### src/rtl/parallel_out_display_pkg.sv
`default_nettype none
// ============================================================================
//  Module      : parallel_out_display_pkg
//  Description : Shared types and constants for the decimal 7-segment display
//                path: converter FSM states, digit counts and segment codes.
//  Revision    : 1.0  initial release
// ============================================================================
package parallel_out_display_pkg;

    // Converter FSM states
    typedef enum logic [1:0] {
        IDLE  = 2'd0,
        SHIFT = 2'd1,
        DONE  = 2'd2
    } state_t;

    localparam int BCD_DIGITS  = 10;
    localparam int DISP_DIGITS = 8;

    // Active-low segment patterns {g,f,e,d,c,b,a} for decimal digits 0..9
    localparam logic [6:0] SEG_CODE [0:9] = '{
        7'h40, 7'h79, 7'h24, 7'h30, 7'h19,
        7'h12, 7'h02, 7'h78, 7'h00, 7'h10
    };
    localparam logic [6:0] SEG_BLANK = 7'h7F;

    // Nibble to segment pattern; non-decimal nibbles show nothing
    function automatic logic [6:0] seg_decode(input logic [3:0] nib);
        logic [6:0] code;
        code = SEG_BLANK;
        if (nib <= 4'd9) begin
            code = SEG_CODE[nib];
        end
        return code;
    endfunction

endpackage : parallel_out_display_pkg
`default_nettype wire

### src/rtl/parallel_out_display_bin2bcd_seq.sv
`default_nettype none
// ============================================================================
//  Module      : bin2bcd_seq
//  Description : Sequential double-dabble converter, 32-bit binary to 10 BCD
//                digits, one add-3/shift iteration per clock.
//  Revision    : 1.0  initial release
// ============================================================================
module bin2bcd_seq
    import parallel_out_display_pkg::*;
(
    input  logic        clk,
    input  logic        rst,     // asynchronous, active-low
    input  logic        start,
    input  logic [31:0] bin,
    output logic        busy,
    output logic        done,
    output logic [39:0] bcd
);

    state_t      r_state;
    logic [31:0] r_shift;
    logic [39:0] r_bcd;
    logic [4:0]  r_cnt;
    logic        r_busy;
    logic        r_done;
    logic [39:0] w_adj;

    // Add 3 to every BCD nibble that is 5 or more before the shift
    always_comb begin
        w_adj = r_bcd;
        for (int i = 0; i < BCD_DIGITS; i++) begin
            if (r_bcd[4*i +: 4] >= 4'd5) begin
                w_adj[4*i +: 4] = r_bcd[4*i +: 4] + 4'd3;
            end
        end
    end

    // Converter FSM and shift datapath
    always_ff @(posedge clk or negedge rst) begin
        if (!rst) begin
            r_state <= IDLE;
            r_shift <= '0;
            r_bcd   <= '0;
            r_cnt   <= '0;
            r_busy  <= 1'b0;
            r_done  <= 1'b0;
        end else begin
            case (r_state)
                IDLE: begin
                    r_done <= 1'b0;
                    if (start) begin
                        r_shift <= bin;
                        r_bcd   <= '0;
                        r_cnt   <= '0;
                        r_busy  <= 1'b1;
                        r_state <= SHIFT;
                    end
                end
                SHIFT: begin
                    r_bcd   <= {w_adj[38:0], r_shift[31]};
                    r_shift <= {r_shift[30:0], 1'b0};
                    r_cnt   <= r_cnt + 5'd1;
                    if (r_cnt == 5'd31) begin
                        r_done  <= 1'b1;
                        r_state <= DONE;
                    end
                end
                DONE: begin
                    r_done  <= 1'b0;
                    r_busy  <= 1'b0;
                    r_state <= IDLE;
                end
                default: begin
                    r_done  <= 1'b0;
                    r_busy  <= 1'b0;
                    r_state <= IDLE;
                end
            endcase
        end
    end

    assign busy = r_busy;
    assign done = r_done;
    assign bcd  = r_bcd;

endmodule : bin2bcd_seq
`default_nettype wire

### src/rtl/parallel_out_display.sv
`default_nettype none
// ============================================================================
//  Module      : parallel_out_display
//  Description : Shows a 32-bit binary value in decimal on an 8-digit
//                multiplexed active-low 7-segment display. Re-converts
//                whenever the input differs from the last converted value.
//  Revision    : 1.0  initial release
// ============================================================================
module parallel_out_display
    import parallel_out_display_pkg::*;
#(
    parameter int SCAN_DIV = 50000,
    parameter bit LZB      = 1'b1
) (
    input  logic        clk,
    input  logic        rst,       // asynchronous, active-low
    input  logic [31:0] data_in,
    output logic [6:0]  seg,
    output logic [7:0]  an,
    output logic        busy,
    output logic        overflow
);

    localparam int PW = (SCAN_DIV > 1) ? $clog2(SCAN_DIV) : 1;

    logic [31:0]   r_last_val;
    logic [31:0]   r_disp_bcd;
    logic          r_overflow;
    logic [PW-1:0] r_presc;
    logic [2:0]    r_digit_idx;
    logic [6:0]    r_seg;
    logic [7:0]    r_an;

    logic          w_start;
    logic          w_busy;
    logic          w_done;
    logic [39:0]   w_bcd;
    logic [31:0]   w_upper;
    logic          w_blank;

    // A new conversion is launched only while the converter is idle
    assign w_start = !w_busy && (data_in != r_last_val);

    bin2bcd_seq u_conv (
        .clk   (clk),
        .rst   (rst),
        .start (w_start),
        .bin   (data_in),
        .busy  (w_busy),
        .done  (w_done),
        .bcd   (w_bcd)
    );

    // Track the converted value and latch finished results for display
    always_ff @(posedge clk or negedge rst) begin
        if (!rst) begin
            r_last_val <= '0;
            r_disp_bcd <= '0;
            r_overflow <= 1'b0;
        end else begin
            if (w_start) begin
                r_last_val <= data_in;
            end
            if (w_done) begin
                r_disp_bcd <= w_bcd[31:0];
                r_overflow <= |w_bcd[39:32];
            end
        end
    end

    // Digit slot timing: prescaler wraps every SCAN_DIV cycles
    always_ff @(posedge clk or negedge rst) begin
        if (!rst) begin
            r_presc     <= '0;
            r_digit_idx <= '0;
        end else if (r_presc == PW'(SCAN_DIV - 1)) begin
            r_presc     <= '0;
            r_digit_idx <= r_digit_idx + 3'd1;
        end else begin
            r_presc     <= r_presc + PW'(1);
        end
    end

    // Current digit and all above it; all-zero means a leading zero
    assign w_upper = r_disp_bcd >> {r_digit_idx, 2'b00};
    assign w_blank = LZB && (r_digit_idx != 3'd0) && (w_upper == 32'd0);

    // Register segment and anode drive for the current slot
    always_ff @(posedge clk or negedge rst) begin
        if (!rst) begin
            r_seg <= SEG_BLANK;
            r_an  <= 8'hFF;
        end else if (w_blank) begin
            r_seg <= SEG_BLANK;
            r_an  <= 8'hFF;
        end else begin
            r_seg <= seg_decode(w_upper[3:0]);
            r_an  <= ~(8'b1 << r_digit_idx);
        end
    end

    assign seg      = r_seg;
    assign an       = r_an;
    assign busy     = w_busy;
    assign overflow = r_overflow;

endmodule : parallel_out_display
`default_nettype wire

### config.mk
export PLATFORM = sky130hd
export DESIGN_NAME = parallel_out_display
export DESIGN_NICKNAME = d
export VERILOG_FILES = /design/src/rtl/parallel_out_display_pkg.sv /design/src/rtl/parallel_out_display_bin2bcd_seq.sv /design/src/rtl/parallel_out_display.sv
export SDC_FILE = /design/constraint.sdc
export NUM_CORES = 1
export LEC_CHECK = 0
export ABC_AREA = 1
export ABC_CLOCK_PERIOD_IN_PS = 6450
export CORE_UTILIZATION = 33
export DETAILED_ROUTE_END_ITERATION = 16
export GPL_TIMING_DRIVEN = 1
export PLACE_DENSITY = 0.6
export SLEW_MARGIN = 25
export SYNTH_ARGS = -nofsm -noshare
export SYNTH_HDL_FRONTEND = slang
export SYNTH_SLANG_ARGS = --single-unit
### constraint.sdc
create_clock -name clk -period 6.45 [get_ports clk]
set_input_delay 1.29 -clock clk [delete_from_list [all_inputs] [get_ports clk]]
set_output_delay 1.29 -clock clk [all_outputs]
set_load 0.005 [all_outputs]
# Word-level counts from Yosys, hierarchy flattened
# Memory sizes are Yosys's and may differ from the RTL's.
# Cells that the tools add are included.
[classes] reduce_logical=11 order_cmp=12 bitwise=3 addsub=13 n_eq_ne=6 shifts=2 mux=29
[op_table] op="one-hot mux 40 bit (2 select lines)" n=1
[op_table] op="one-hot mux 32 bit (2 select lines)" n=1
[op_table] op="greater-or-equal comparator 4 x 3 -> 1 bit (second input constant)" n=10
[op_table] op="two-way mux 40 bit" n=1
[op_table] op="adder 4 x 2 -> 4 bit (second input constant)" n=9
[op_table] op="two-way mux 4 bit" n=9
[op_table] op="logical NOT 32 bit" n=1
[op_table] op="two-way mux 32 bit" n=1
[op_table] op="!= test 32 bit" n=1
[op_table] op=">> shifter 32 x 5 -> 32 bit" n=1
[op_table] op="two-way mux 7 bit" n=4
[op_table] op="adder 16 x 1 -> 16 bit (second input constant)" n=1
[op_table] op="equality test 16 bit (second input constant)" n=1
[op_table] op="two-way mux 16 bit" n=1
[op_table] op="one-hot mux 5 bit (2 select lines)" n=1
[op_table] op="two-way mux 8 bit" n=1
[op_table] op="inverter 8 bit" n=1
[op_table] op="OR reduction 8 bit" n=1
[op_table] op="<< shifter 1 x 3 -> 8 bit (first input constant)" n=1
[op_table] op="AND reduction 2 bit" n=3
[op_table] op="adder 5 x 1 -> 5 bit (second input constant)" n=1
[op_table] op="equality test 5 bit (second input constant)" n=1
[op_table] op="greater-or-equal comparator 5 bit (second input constant)" n=1
[op_table] op="two-way mux 5 bit" n=1
[op_table] op="other kinds (17)" n=22
[totals] mem_bits_ro=112 word_cells=90 regBits=180 out_inout_bits=17 input_bits=34 mem_count=1
[mem_list] name="(no name shown)" depth=16 word_bits=7 read_ports=1 rd_ports_with_merged_regs=0 write_ports=0 line="parallel_out_display_pkg.sv:32" rtl="code = SEG_CODE[nib];"

# Depth between registers and ports, before layout
# Gate-level depths: netlist of run 1.
[depth] depth_word=7 ltp_mapped=21

# Hierarchy
# A second synthesis of run 1 with hierarchy kept.
[unflattened] cells_unflattened=1268 hier_area_um2=9688.0
[modules_own_cells] module="parallel_out_display" area_per_inst_um2=5367.6 cells_per_inst=713 seq_area_each_um2=2496.1 instances=1
[modules_own_cells] module="bin2bcd_seq" area_per_inst_um2=4320.4 cells_per_inst=555 seq_area_each_um2=2026.9 instances=1

# Worst setup path after synthesis of run 1
# OpenSTA, ideal clock, no wires.
[synth_path] kind="input -> register" startpoint="in data_in[31]" endpoint="reg u_conv.r_state[0]" stages=12 path_buffers=2 path_slack_ns=3.976 t_required_ns=6.316 arrival_ns=2.340 cell_sequence="inv_1 > nand2_1 > nand2_1 > nand2_1 > nor2_1 > nand2_1 > nor2_1 > nand2_1 > nand3_2 > buf_2 > buf_2 > o21ai_0"
[synth_via] elab_chain_cells=4
[synth_lines] element="from (decl)" line="parallel_out_display.sv:17" rtl="input logic [31:0] data_in,"
[synth_lines] element="!= test 32 bit" line="parallel_out_display.sv:42" rtl="assign w_start = !w_busy && (data_in != r_last_val);"
[synth_lines] element="logical AND 1 bit" line="parallel_out_display.sv:42"
[synth_lines] element="!= test 2 x 1 -> 1 bit (no source line)"
[synth_lines] element="AND reduction 2 bit (no source line)"
[synth_lines] element="to (signal assigned)" line="parallel_out_display_bin2bcd_seq.sv:65" rtl="r_state <= DONE;"
[synth_lines] element="to (signal assigned)" line="parallel_out_display_bin2bcd_seq.sv:71" rtl="r_state <= IDLE;"
[synth_lines] element="to (signal assigned)" line="parallel_out_display_bin2bcd_seq.sv:76" rtl="r_state <= IDLE;"
[synth_lines] element="to (decl)" line="parallel_out_display_bin2bcd_seq.sv:20" rtl="state_t r_state;"
# No other way between the ends.
# A chain may end at the register's enable or synchronous reset.

# Final worst setup path of run 1
[layout_path] startpoint="in data_in[22]" endpoint="reg u_conv.r_busy (netlist: u_conv.busy)"
[layout_via] elab_chain_cells=4
[layout_lines] element="!= test 32 bit" line="parallel_out_display.sv:42"
[layout_lines] element="logical AND 1 bit" line="parallel_out_display.sv:42"
[layout_lines] element="!= test 2 x 1 -> 1 bit (no source line)"
[layout_lines] element="AND reduction 2 bit (no source line)"
[layout_lines] element="to (signal assigned)" line="parallel_out_display_bin2bcd_seq.sv:55" rtl="r_busy <= 1'b1;"
[layout_lines] element="to (signal assigned)" line="parallel_out_display_bin2bcd_seq.sv:70" rtl="r_busy <= 1'b0;"
[layout_lines] element="to (signal assigned)" line="parallel_out_display_bin2bcd_seq.sv:75" rtl="r_busy <= 1'b0;"
[layout_lines] element="to (decl)" line="parallel_out_display_bin2bcd_seq.sv:24" rtl="logic r_busy;"
# No other way between the ends.

==> impl_metrics.env, run 1 <==
export IMPL_totalPowerFinal_mw=3.042
export IMPL_gp_congestion=0.8495
export IMPL_synth_top_area_share_pct=42.31
export IMPL_gr_usage_met3_pct=3.237
export IMPL_finalSetupViolCount=0
export IMPL_ys_top_cells_by_area="dfrtp_1 42%, nand2_1 17%, o21ai_0 6.3%"
export IMPL_yosys_cell_types_count=34
export IMPL_p_leak_nw=5.447
export IMPL_drt_iter0_drc=488
export IMPL_antennaDiodeCount=0
export IMPL_end_kind="flip-flop"
export IMPL_required_ns=6.72
export IMPL_crit_type="in2reg"
export IMPL_finClkSkew_ns=0.01228
export IMPL_use_met1_pct=18.73
export IMPL_syn_nets=1351
export IMPL_vias=7895
export IMPL_cap_violations=0
export IMPL_core_mm2=0.02894
export IMPL_cts_resized=0
export IMPL_grt_pass1_wl_mm=35.26
export IMPL_die_area_mm2=0.03027
export IMPL_tns_ns=0
export IMPL_fin_nets=1375
export IMPL_clk_latency_ns=0.44
export IMPL_status="completed"
export IMPL_wl_per_cell_um=11.82
export IMPL_cts_sinks=180
export IMPL_cts_buffers=17
export IMPL_avgSynthCellArea_um2=7.619
export IMPL_yosysSeqAreaShare_pct=46.35
export IMPL_grt_max_degree=105
export IMPL_hold_class="reg2reg"
export IMPL_htreeDepth=4
export IMPL_top_level_ports=51
export IMPL_die_x_um=174.0
export IMPL_wl_mm=20.11
export IMPL_vdd_drop_max_v=0.0002040
export IMPL_hold_viol_final=0
export IMPL_syn_area_mm2=0.009759
export IMPL_hpwl_mm=13.00
export IMPL_cts_tree="built"
export IMPL_grt_antenna_before_repair=0
export IMPL_drtAntennaViolNets=0
export IMPL_vias_per_cell=4.639
export IMPL_crit_arrival_ns=3.45
export IMPL_clk_pin_slew_ns=0.07
export IMPL_clockBufferDepth=2
export IMPL_grt_pass1_vias=7493
export IMPL_drive_gt1_share_pct=6.601
export IMPL_yosys_area_top_type="dfrtp_1"
export IMPL_tightest_slew_ns=0.9027
export IMPL_top_usage_layer="met2"
export IMPL_areaGrowthSynthToFinish_pct=14.31
export IMPL_hold_buffers=0
export IMPL_fmax_mhz=314.4
export IMPL_grt_overflow=0
export IMPL_rsz0062_at_grt="no"
export IMPL_drt_pass1_iterations=4
export IMPL_slew_headroom_pct=39.82
export IMPL_post_cts_buffers=0
export IMPL_initial_core_util_pct=33.73
export IMPL_n_fill_cell=2955
export IMPL_crit_fanout=79
export IMPL_startpoint_type="input pin"
export IMPL_power_density_mw_per_mm2=272.7
export IMPL_die_h_um=174.0
export IMPL_synth_ff_latch_count=180
export IMPL_use_met2_pct=22.95
export IMPL_rows=62
export IMPL_slew_violations=0
export IMPL_synthCells=1281
export IMPL_min_period_over_period_pct=49.31
export IMPL_root_buffer="clkbuf_16"
export IMPL_drcViolationCount=0
export IMPL_yosys_warnings=0
export IMPL_portBuffers=50
export IMPL_track_usage_pct=14.06
export IMPL_fin_crit_ns=3.181
[sequential cells by signal, summed over array words and instances (netlist names)]
| name | flops |
|---|---|
| overflow | 1 |
| r_disp_bcd | 32 |
| r_presc | 16 |
| u_conv.done | 1 |
| r_digit_idx | 3 |
| u_conv.busy | 1 |
| u_conv.r_state | 2 |
| r_last_val | 32 |
| u_conv.r_shift | 32 |
| u_conv.r_cnt | 5 |
| seg | 7 |
| u_conv.bcd | 40 |
| an | 8 |
[power breakdown]
part | total, mW | internal, mW | switching [mW]
clock network | 1.04 | 0.574 | 0.468
registers | 1.40 | 1.31 | 0.0928
logic | 0.597 | 0.243 | 0.355
[final timing paths]
check / start / endpoint / slack [ns] / cells past startpoint
worst max register to register: r_digit_idx[1] / seg[6] / 3.36 / 13
worst max-delay path: data_in[22] / u_conv.busy / 3.27 / 10
worst min register to register: r_presc[0] / r_presc[0] / 0.47 / 1
worst min-delay path: r_presc[0] / r_presc[0] / 0.47 / 1
min in group asynchronous: rst / r_presc[13] / 0.75 / 1
max in group asynchronous: rst / u_conv.r_shift[3] / 4.47 / 2
[cell families after synthesis]
| kind of cell | synth area share (%) |
|---|---|
| compound gates | 9.718 |
| xor+xnor | 3.590 |
| fa+ha+maj | 4.615 |
| buf+inv | 7.974 |
| flops | 46.35 |
| mux | 0.1026 |
| simple gates | 27.65 |
[cells in the final DEF (no fill, tap or decap), types with 2 or more instances in the layout]
cell type        netlist  routed
o21ai_2                4       4
o21ai_1                5       5
nand2_1              446     445
ha_1                  36      36
inv_2                  4       3
clkinvlp_4             0       4
xnor2_1               27      27
clkinv_4               0       6
inv_1                130     130
o211ai_1              10      10
or2_2                  2       2
xor2_1                13      13
nand3_1              111     111
a21oi_1               36      36
bufinv_16              0       2
nand2_2               14      15
nand3_2                2       2
buf_4                  2       7
clkbuf_16              0      17
buf_6                  2       2
nor2_1                63      62
dfrtp_1              165     165
nor3_1                 5       5
nor4_1                 2       2
clkdlybuf4s50_1        0      49
nand4_1                7       7
o21ai_0              123     123
dfstp_2               15      15
[routing by layer]
metal,vias to the layer above,wire [um]
met5,-,0
met4,0,193
met3,17,655
met2,118,9266
met1,3666,9997
li1,4094,-
[synth_stat cells, drive strengths merged]
master / number
xor2: 13
inv: 134
o211ai: 10
nor4: 2
nand3: 113
xnor2: 27
o21ai: 132
buf: 25
nor2: 64
mux2i: 1
or2: 2
dfstp: 15
nor3b: 1
nand3b: 1
ha: 36
nor3: 6
clkbuf: 29
a21oi: 37
dfrtp: 165
nand4: 7
a41oi: 1
nand2: 460
[critical path, cell delays in order]
cell	delay, ns
clkdlybuf4s50_1	0.53
xnor2_1	0.14
nand2_1	0.08
nor2_1	0.13
nand2_1	0.07
nor2_1	0.15
nand2_1	0.10
nand3_2	0.08
buf_4	0.68
o21ai_0	0.21
[area by class of cell]
type                       count  area (um^2)  area share (%)
sequential                   180         4523           40.55
multi-input combinational    913         4468           40.05
timing repair buffer          59        593.1           5.316
tap                          384        480.5           4.307
clock buffer                  18        429.2           3.847
inverter                     134        505.5           4.531
clock inverter                14        156.4           1.402
[stage by stage]
step	util, %	hold slack [ns]	cell area, um^2	worst slack [ns]	std cells
after detailed placement	36.41	0.4657	10540	2.772	1669
after floorplan	-	0.4331	9759	3.976	1281
after CTS	38.44	0.4745	11120	3.229	1701
after global routing	38.55	0.5054	11160	3.058	1702
final	38.55	0.4678	11160	3.269	1702
after global placement	36.41	0.4506	10540	2.796	1669
Power figures use the tool's default switching activity.
==> run 2, diff against run 1 <==
- ABC_CLOCK_PERIOD_IN_PS: 6450 -> 2650
- PLACE_DENSITY: 0.6 -> 0.62
- clock period: 6.45 -> 2.65 ns (I/O delays scaled with it)
==> run 2 against run 1 <==
Against the previous run: critical path depth up 6; sequential share of layout area fell by 0.97 points; clock power grew to 2.6 times the previous value; highest routed layer unchanged; clock-buffer cell count is 1 higher; final cell count rose by 1.2%; power increased by 150%; via count up 0.56%; largest cell class unchanged; non-clock buffer count up 20; global-route usage increased by 0.090 points; final area is 2.5% higher.
==> impl_metrics.env, run 2 (synthesis gave the netlist of run 1 again) <==
export IMPL_crit_type="reg2reg"
export IMPL_die_area_mm2=0.03027
export IMPL_grt_pass1_vias=7436
export IMPL_drt_iter0_drc=553
export IMPL_slew_headroom_pct=52.14
export IMPL_grt_overflow=0
export IMPL_cts_tree="built"
export IMPL_drcViolationCount=0
export IMPL_cts_sinks=180
export IMPL_tightest_slew_ns=0.7172
export IMPL_internal_power_mw=5.347
export IMPL_hold_class="in2async"
export IMPL_clk_pin_slew_ns=0.07
export IMPL_worst_path_max_delay_cell="dfrtp_2"
export IMPL_clk_latency_ns=0.44
export IMPL_initial_core_util_pct=33.73
export IMPL_switching_power_mw=2.240
export IMPL_gp_congestion=0.8572
export IMPL_drt_pass1_iterations=5
export IMPL_pre_cts_ws_ns=0.1079
export IMPL_largest_register_ffs=40
export IMPL_power_density_mw_per_mm2=663.6
export IMPL_startpoint_type="flip-flop"
export IMPL_drtAntennaViolNets=0
export IMPL_finClkSkew_ns=0.01095
export IMPL_place_area_mm2=0.01081
export IMPL_layout_common_cells="446 x nand2_1, 164 x dfrtp_1, 130 x inv_1"
export IMPL_p_comb_share_pct=19.6
export IMPL_rows=62
export IMPL_pwr_share_clk_pct=35.4
export IMPL_fin_nets=1395
export IMPL_rsz0062_at_grt="no"
export IMPL_slew_violations=0
export IMPL_hpwl_mm=13.67
export IMPL_htreeDepth=4
export IMPL_grt_antenna_before_repair=0
export IMPL_r2r_slack_ns=0.21
export IMPL_power_frac_seq_pct=45.0
export IMPL_layout_commonest_cell="nand2_1"
export IMPL_status="completed"
export IMPL_cts_buffers=17
export IMPL_clockBufferDepth=2
export IMPL_top_level_ports=51
export IMPL_slowest_delay_ns=0.49
export IMPL_fmax_mhz=410.1
export IMPL_stdcell_area_mm2=0.01143
export IMPL_portBuffers=50
export IMPL_vias=7939
export IMPL_track_usage_pct=14.15
export IMPL_vdd_drop_max_v=0.0004204
export IMPL_crit_fanout=14
export IMPL_antennaDiodeCount=0
export IMPL_die_h_um=174.0
export IMPL_required_ns=3.02
export IMPL_tns_ns=0
export IMPL_finalSetupViolCount=0
export IMPL_fin_crit_ns=2.438
export IMPL_p_leak_nw=5.598
export IMPL_min_period_over_period_pct=92.01
export IMPL_wl_mm=20.34
export IMPL_drive_gt1_share_pct=8.072
export IMPL_switching_share_pct=29.52
export IMPL_post_cts_buffers=0
export IMPL_wl_per_cell_um=11.81
export IMPL_grt_max_degree=68
export IMPL_setup_ws_ns=0.2118
export IMPL_n_fill_cell=2924
export IMPL_cap_violations=0
export IMPL_crit_path_cell_trace="buf_4 > nand2_1 > o21ai_0 > o211ai_1 > nand2_1 > inv_1 > ha_1 > inv_1 > a21oi_1 > o21ai_0 > a21oi_2 > nand3_1 > nor2_2 > nand3_2 > buf_12 > nand2_2"
export IMPL_vias_per_cell=4.610
export IMPL_die_x_um=174.0
export IMPL_hold_viol_final=0
export IMPL_crit_arrival_ns=2.81
export IMPL_grt_pass1_wl_mm=35.47
export IMPL_core_mm2=0.02894
export IMPL_root_buffer="clkbuf_16"
export IMPL_areaGrowthSynthToFinish_pct=17.15
export IMPL_end_kind="flip-flop"
[run 2: through the flow]
| stage | hold slack, ns | instances | util (%) | total power [mW] |
|---|---|---|---|---|
| floorplan | 0.2344 | 1281 | - | 4.404 |
| global placement | 0.4491 | 1690 | 37.35 | 4.922 |
| detailed placement | 0.4601 | 1690 | 37.35 | 4.961 |
| CTS | 0.1265 | 1722 | 39.51 | 7.677 |
| global route | 0.1557 | 1722 | 39.51 | 8.054 |
| finish | 0.09768 | 1722 | 39.51 | 7.587 |
[run 2: routing by layer]
layer	up-vias	part of all wire, %	GRT usage (%)
met3	10	2.9	2.647
met4	0	1.1	4.386
met1	3658	51	19.73
met2	135	45	22.17
li1	4136	-	-
met5	-	0	0
[run 2: worst max-delay path: cells and delay by family, from the launching register on]
kind / cells / cell delay [ns]
fa+ha+maj: 1 / 0.16
flops: 1 / 0.49
compound gates: 5 / 0.63
buf+inv: 4 / 0.54
simple gates: 6 / 0.57
[run 2: path summary, 6_finish.rpt]
path / from / end / depth (start not counted)
setup / recovery: r_digit_idx[0] / seg[4] / 16
hold / removal: rst / r_presc[15] / 1
setup reg to reg: r_digit_idx[0] / seg[4] / 16
hold reg to reg: r_presc[0] / r_presc[0] / 1
max in group asynchronous: rst / an[3] / 2
min in group clk: r_presc[0] / r_presc[0] / 1
[run 2: power groups by stage]
| stage | Clock (mW) | Sequential [mW] | Combinational [mW] |
|---|---|---|---|
| 6_report | 2.68 | 3.41 | 1.49 |
| 5_1_grt | 2.86 | 3.46 | 1.73 |
| 4_1_cts | 2.76 | 3.42 | 1.50 |
| 3_5_place_dp | 0 | 3.46 | 1.50 |
| 3_3_place_gp | 0 | 3.45 | 1.47 |
| 2_1_floorplan | 0 | 3.41 | 0.991 |
[run 2: cell type report]
cell class                      count  area, um^2  share of cell area (%)
Timing Repair Buffer               79       832.0                   7.277
Clock inverter                     13       172.7                   1.510
Tap cell                          384       480.5                   4.202
Clock buffer                       19       452.9                   3.961
Inverter                          134       505.5                   4.421
Multi-Input combinational cell    913        4466                   39.06
Sequential cell                   180        4524                   39.57
[run 2: what timing repair did]
item,CTS,global route
resized for setup,0,5
hold buffers,0,0
endpoints found under the setup margin,0,14
